===== src/rtl/dz_countdown.sv =====
// Countdown sequencer for the dot-matrix digit display: one-second prescaler,
// START_VAL..0 countdown with start/restart and pause/resume buttons.
// Optional `DZ_COUNTDOWN_AUTORELOAD_EN: DONE waits one tick period, then reloads.
module dz_countdown #(
  parameter int TICK_DIV  = 1_000_000,
  parameter int START_VAL = 5
) (
  input  logic       clk,
  input  logic       rst,
  input  logic       start,
  input  logic       pause,
  output logic [2:0] num,
  output logic [1:0] color,
  output logic       running,
  output logic       done
);

  localparam logic [1:0] IDLE  = 2'd0;
  localparam logic [1:0] RUN   = 2'd1;
  localparam logic [1:0] PAUSE = 2'd2;
  localparam logic [1:0] DONE  = 2'd3;

  localparam int            PW       = $clog2(TICK_DIV);
  localparam logic [PW-1:0] LAST     = PW'(TICK_DIV - 1);
  localparam logic [2:0]    LOAD_NUM = 3'(START_VAL);

  logic [1:0]    state, state_nxt;
  logic [2:0]    num_nxt;
  logic [1:0]    color_nxt;
  logic [PW-1:0] prescaler, prescaler_nxt;
  logic          done_nxt;
  logic          start_prev, pause_prev;
  logic          start_edge, pause_edge, period_end;

  assign start_edge = start & ~start_prev;
  assign pause_edge = pause & ~pause_prev;
  assign period_end = (prescaler == LAST);

  // NOTE: next-state logic uses blocking defaults first, so every path assigns
  // every output and no latch is inferred; the registers below use <= only.
  always_comb begin
    state_nxt     = state;
    num_nxt       = num;
    color_nxt     = color;
    prescaler_nxt = prescaler;
    done_nxt      = 1'b0;
    if (start_edge) begin
      // Load beats both a coincident tick and a coincident pause edge.
      state_nxt     = RUN;
      num_nxt       = LOAD_NUM;
      color_nxt     = 2'd0;
      prescaler_nxt = '0;
    end else begin
      case (state)
        RUN: begin
          prescaler_nxt = period_end ? '0 : prescaler + PW'(1);
          if (period_end && num != 3'd0) begin
            num_nxt   = num - 3'd1;
            color_nxt = (color == 2'd2) ? 2'd0 : color + 2'd1;
          end
          if (period_end && num == 3'd1) begin
            state_nxt = DONE;
            done_nxt  = 1'b1;
          end else if (pause_edge) begin
            // The edge cycle still counts as RUN time; freezing starts after it.
            state_nxt = PAUSE;
          end
        end
        PAUSE: begin
          if (pause_edge) state_nxt = RUN;
        end
        DONE: begin
`ifdef DZ_COUNTDOWN_AUTORELOAD_EN
          prescaler_nxt = period_end ? '0 : prescaler + PW'(1);
          if (period_end) begin
            state_nxt = RUN;
            num_nxt   = LOAD_NUM;
            color_nxt = 2'd0;
          end
`endif
        end
        default: ;
      endcase
    end
  end

  // NOTE: edge-detect history resets to 1 so a button held through reset
  // cannot fire; every other register resets to its idle value.
  always_ff @(posedge clk) begin
    if (rst) begin
      state      <= IDLE;
      num        <= 3'd0;
      color      <= 2'd0;
      prescaler  <= '0;
      running    <= 1'b0;
      done       <= 1'b0;
      start_prev <= 1'b1;
      pause_prev <= 1'b1;
    end else begin
      state      <= state_nxt;
      num        <= num_nxt;
      color      <= color_nxt;
      prescaler  <= prescaler_nxt;
      running    <= (state_nxt == RUN);
      done       <= done_nxt;
      start_prev <= start;
      pause_prev <= pause;
    end
  end

endmodule


===== config.mk =====
export PLATFORM = sky130hd
export DESIGN_NAME = dz_countdown
export DESIGN_NICKNAME = d
export VERILOG_FILES = /design/src/rtl/dz_countdown.sv
export SDC_FILE = /design/constraint.sdc
export NUM_CORES = 1
export LEC_CHECK = 0
export ABC_AREA = 1
export BUFFER_PORTS_ARGS = -buffer_cell sky130_fd_sc_hd__buf_2
export CORE_MARGIN = 3
export CORE_UTILIZATION = 45
export CTS_CLUSTER_SIZE = 12
export DETAILED_ROUTE_END_ITERATION = 6
export HOLD_SLACK_MARGIN = 0.05
export PLACE_DENSITY = 0.73
export SLEW_MARGIN = 20
export SYNTH_ARGS = -nofsm -noshare
export SYNTH_HDL_FRONTEND = slang
export SYNTH_SLANG_ARGS = --single-unit

===== constraint.sdc =====
create_clock -name clk -period 3.75 [get_ports clk]
set_input_delay 1.125 -clock clk [delete_from_list [all_inputs] [get_ports clk]]
set_output_delay 1.125 -clock clk [all_outputs]
set_load 0.01 [all_outputs]

==> impl_metrics.json <==
{
  "fin_tns_setup_ns": 0,
  "cp_max_fo": 12,
  "routabilityCongestion": 0.920,
  "max_cap_viol_count": 0,
  "period_share_pct": 54.1,
  "grt_usage_pct": 17.2,
  "core-area_sq_um": 3720,
  "maxSlewHeadroom_pct": 66.2,
  "synth_area_leader_cell": "dfxtp_1",
  "power.leakage_nw": 0.831,
  "powerDensity_nw_per_um2": 373,
  "final_cell_mix": "nand2_1 (49), nor2_1 (46), inv_1 (35)",
  "switching_share_pct": 22.8,
  "grt_start_max_net_pins": 13,
  "yosysSeqAreaShare_pct": 35.1,
  "end_kind": "flop",
  "hold_class": "reg -> reg",
  "slowest_stage": "ha_1",
  "ys_seq_elements": 31,
  "seq_area_sq_um": 621,
  "portBuffers": 10,
  "ant_nets": 0,
  "drc_errors": 0,
  "nFillCells": 365,
  "max_freq_mhz": 493,
  "rows": 22,
  "synth_area_leaders": "dfxtp_1 (35%), nand2_1 (10%), nor2_1 (9.8%)",
  "hpwl_mm": 2.70,
  "combPwrFrac_pct": 7.4,
  "cp.arrival_ns": 2.21,
  "setup_viol": 0,
  "crit_chain": "ha_1, inv_2, nor3_1, nand3_2, nor2_4, nand3_2, nor2_1, nor2_2",
  "dr_total_vias": 1549,
  "outcome": "finished, final reports clean",
  "worst_pin_slew_ns": 0.508,
  "hold_viol": 0,
  "clkPwrFrac_pct": 46.4,
  "postCtsHoldBufs": 0,
  "cpPeakStageDelay_ns": 0.50,
  "rsz0062_at_grt": "no",
  "placed_cells": 308,
  "fin_nets": 277,
  "period_needed_ns": 2.03,
  "drt_wl_total_mm": 3.61,
  "wl_per_cell_microns": 11.4,
  "top_level_ports": 11,
  "syn_nets": 262,
  "slew_violations": 0,
  "dr.pass1.iters": 4,
  "synthArstFlopShare_pct": 0,
  "cts_root_buf": "clkbuf_8",
  "first_global_vias": 1368,
  "cts_buffer_depth": 2,
  "die_h_microns": 68.7,
  "final_cells": 316,
  "cp-start-kind": "flop",
  "cp_common_cell": "nand3_2",
  "drive_gt1_share_pct": 17.5,
  "ys.flop_type": "dfxtp_1",
  "critPathRequiredTime_ns": 3.93,
  "synth_edf_count": 0,
  "cts.reportedPaths.clkPinSlew_ns": 0.07,
  "grt_pass1_wl_mm": 5.99,
  "antenna_found_initial": 0,
  "worstSkewPairLatency_ns": 0.29,
  "first_iter_violations": 61,
  "skew_ns": 0.00843,
  "die_area_sq_um": 4710,
  "via_per_inst": 4.90,
  "gr-total-overflow": 0,
  "start_util_pct": 47.5,
  "h-tree-depth": 2,
  "avgSynthCellArea_sq_um": 7.01,
  "synth_cells": 252,
  "cts_setup_buffers": 0,
  "final_common_cell": "nand2_1",
  "ctsResizeCount": 0,
  "tritoncts": "built",
  "hold_depth": 2,
  "numCtsBuffers": 5,
  "ys_warn_count": 0,
  "netlist_area_sq_um": 1770,
  "cts.sinks": 31,
  "die_w_microns": 68.7,
  "netlist.area_leader.share_pct": 35.1,
  "internal_power_mw": 0.570,
  "area_delta_synth_final_pct": 12.2,
  "ff2ff_path_depth": 8,
  "crit_type": "reg -> reg",
  "num_antenna_cells": 0,
  "switching_power_mw": 0.169,
  "multi_input_area_sq_um": 980,
  "sequentialPowerShare_pct": 46.2,
  "peakVddDrop_v": 0.000225,
  "ys_types": 30
}
## logic make-up (layout without fill, tap and decap cells)
kind of cell | count (synthesis) | count (layout) | synth area share [%]
fa+ha+maj | 6 | 6 | 4.25
buf+inv | 43 | 59 | 9.42
compound gates | 15 | 15 | 4.89
xor+xnor | 9 | 9 | 4.46
flops | 31 | 31 | 35.1
simple gates | 148 | 148 | 41.9
## critical path, delay by kind of cell (launching register included)
family        cells  cell delay (ns)
fa+ha+maj         1             0.50
buf+inv           1             0.19
flops             1             0.38
simple gates      6             0.84
## power groups by stage
stage	combinational, mW	sequential (mW)	clock (mW)
CTS	0.0550	0.342	0.352
finish	0.0544	0.342	0.343
detailed placement	0.0551	0.349	0
floorplan	0.0423	0.349	0
global placement	0.0545	0.349	0
global route	0.0633	0.343	0.362
## worst paths after layout
kind,endpoint,startpoint,slack (ns)
hold reg to reg,color[1],color[1],0.50
setup reg to reg,prescaler[18],state[0],1.72
setup / recovery,prescaler[18],state[0],1.72
hold / removal,color[1],color[1],0.50
## layer usage
metal | vias up | wire length [microns] | global-route usage (%)
met3 | 9 | 173 | 5.83
li1 | 811 | - | -
met4 | 0 | 97 | 8.68
met1 | 694 | 1690 | 21.8
met5 | - | 0 | 0
met2 | 35 | 1650 | 26.0
## sequential cells by signal (all words and copies together) (netlist names)
signal / count
pause_prev: 1
num: 3
color: 2
state: 2
done: 1
prescaler: 20
running: 1
start_prev: 1
## cell type report
cell class / instances / share of cell area [%]
well taps: 48 / 3.03
repair buffers: 10 / 2.53
multi-input cells: 178 / 49.4
flip-flops and latches: 31 / 31.3
inverters: 41 / 7.77
clock inverters: 2 / 1.77
clock buffers: 6 / 4.17
## per-stage QoR
stage	hold slack (ns)	total power [mW]	util, %	worst slack (ns)	instance area (sq um)
after floorplan	0.479	0.391	-	1.75	1770
after global placement	0.477	0.404	50.2	1.52	1860
after detailed placement	0.488	0.404	50.2	1.41	1860
after CTS	0.500	0.749	53.3	1.72	1980
after global routing	0.526	0.768	53.3	1.56	1980
final	0.499	0.739	53.3	1.72	1980
## cell usage after synthesis (all sizes together) (2+ instances only)
cell type,number
a21oi,8
buf,2
dfxtp,31
ha,6
inv,41
nand2,53
nand3,16
nand4,6
nor2,54
nor3,15
nor3b,2
o21ai,4
xor2,8
Note: power is estimated with default switching activity, not from simulation.
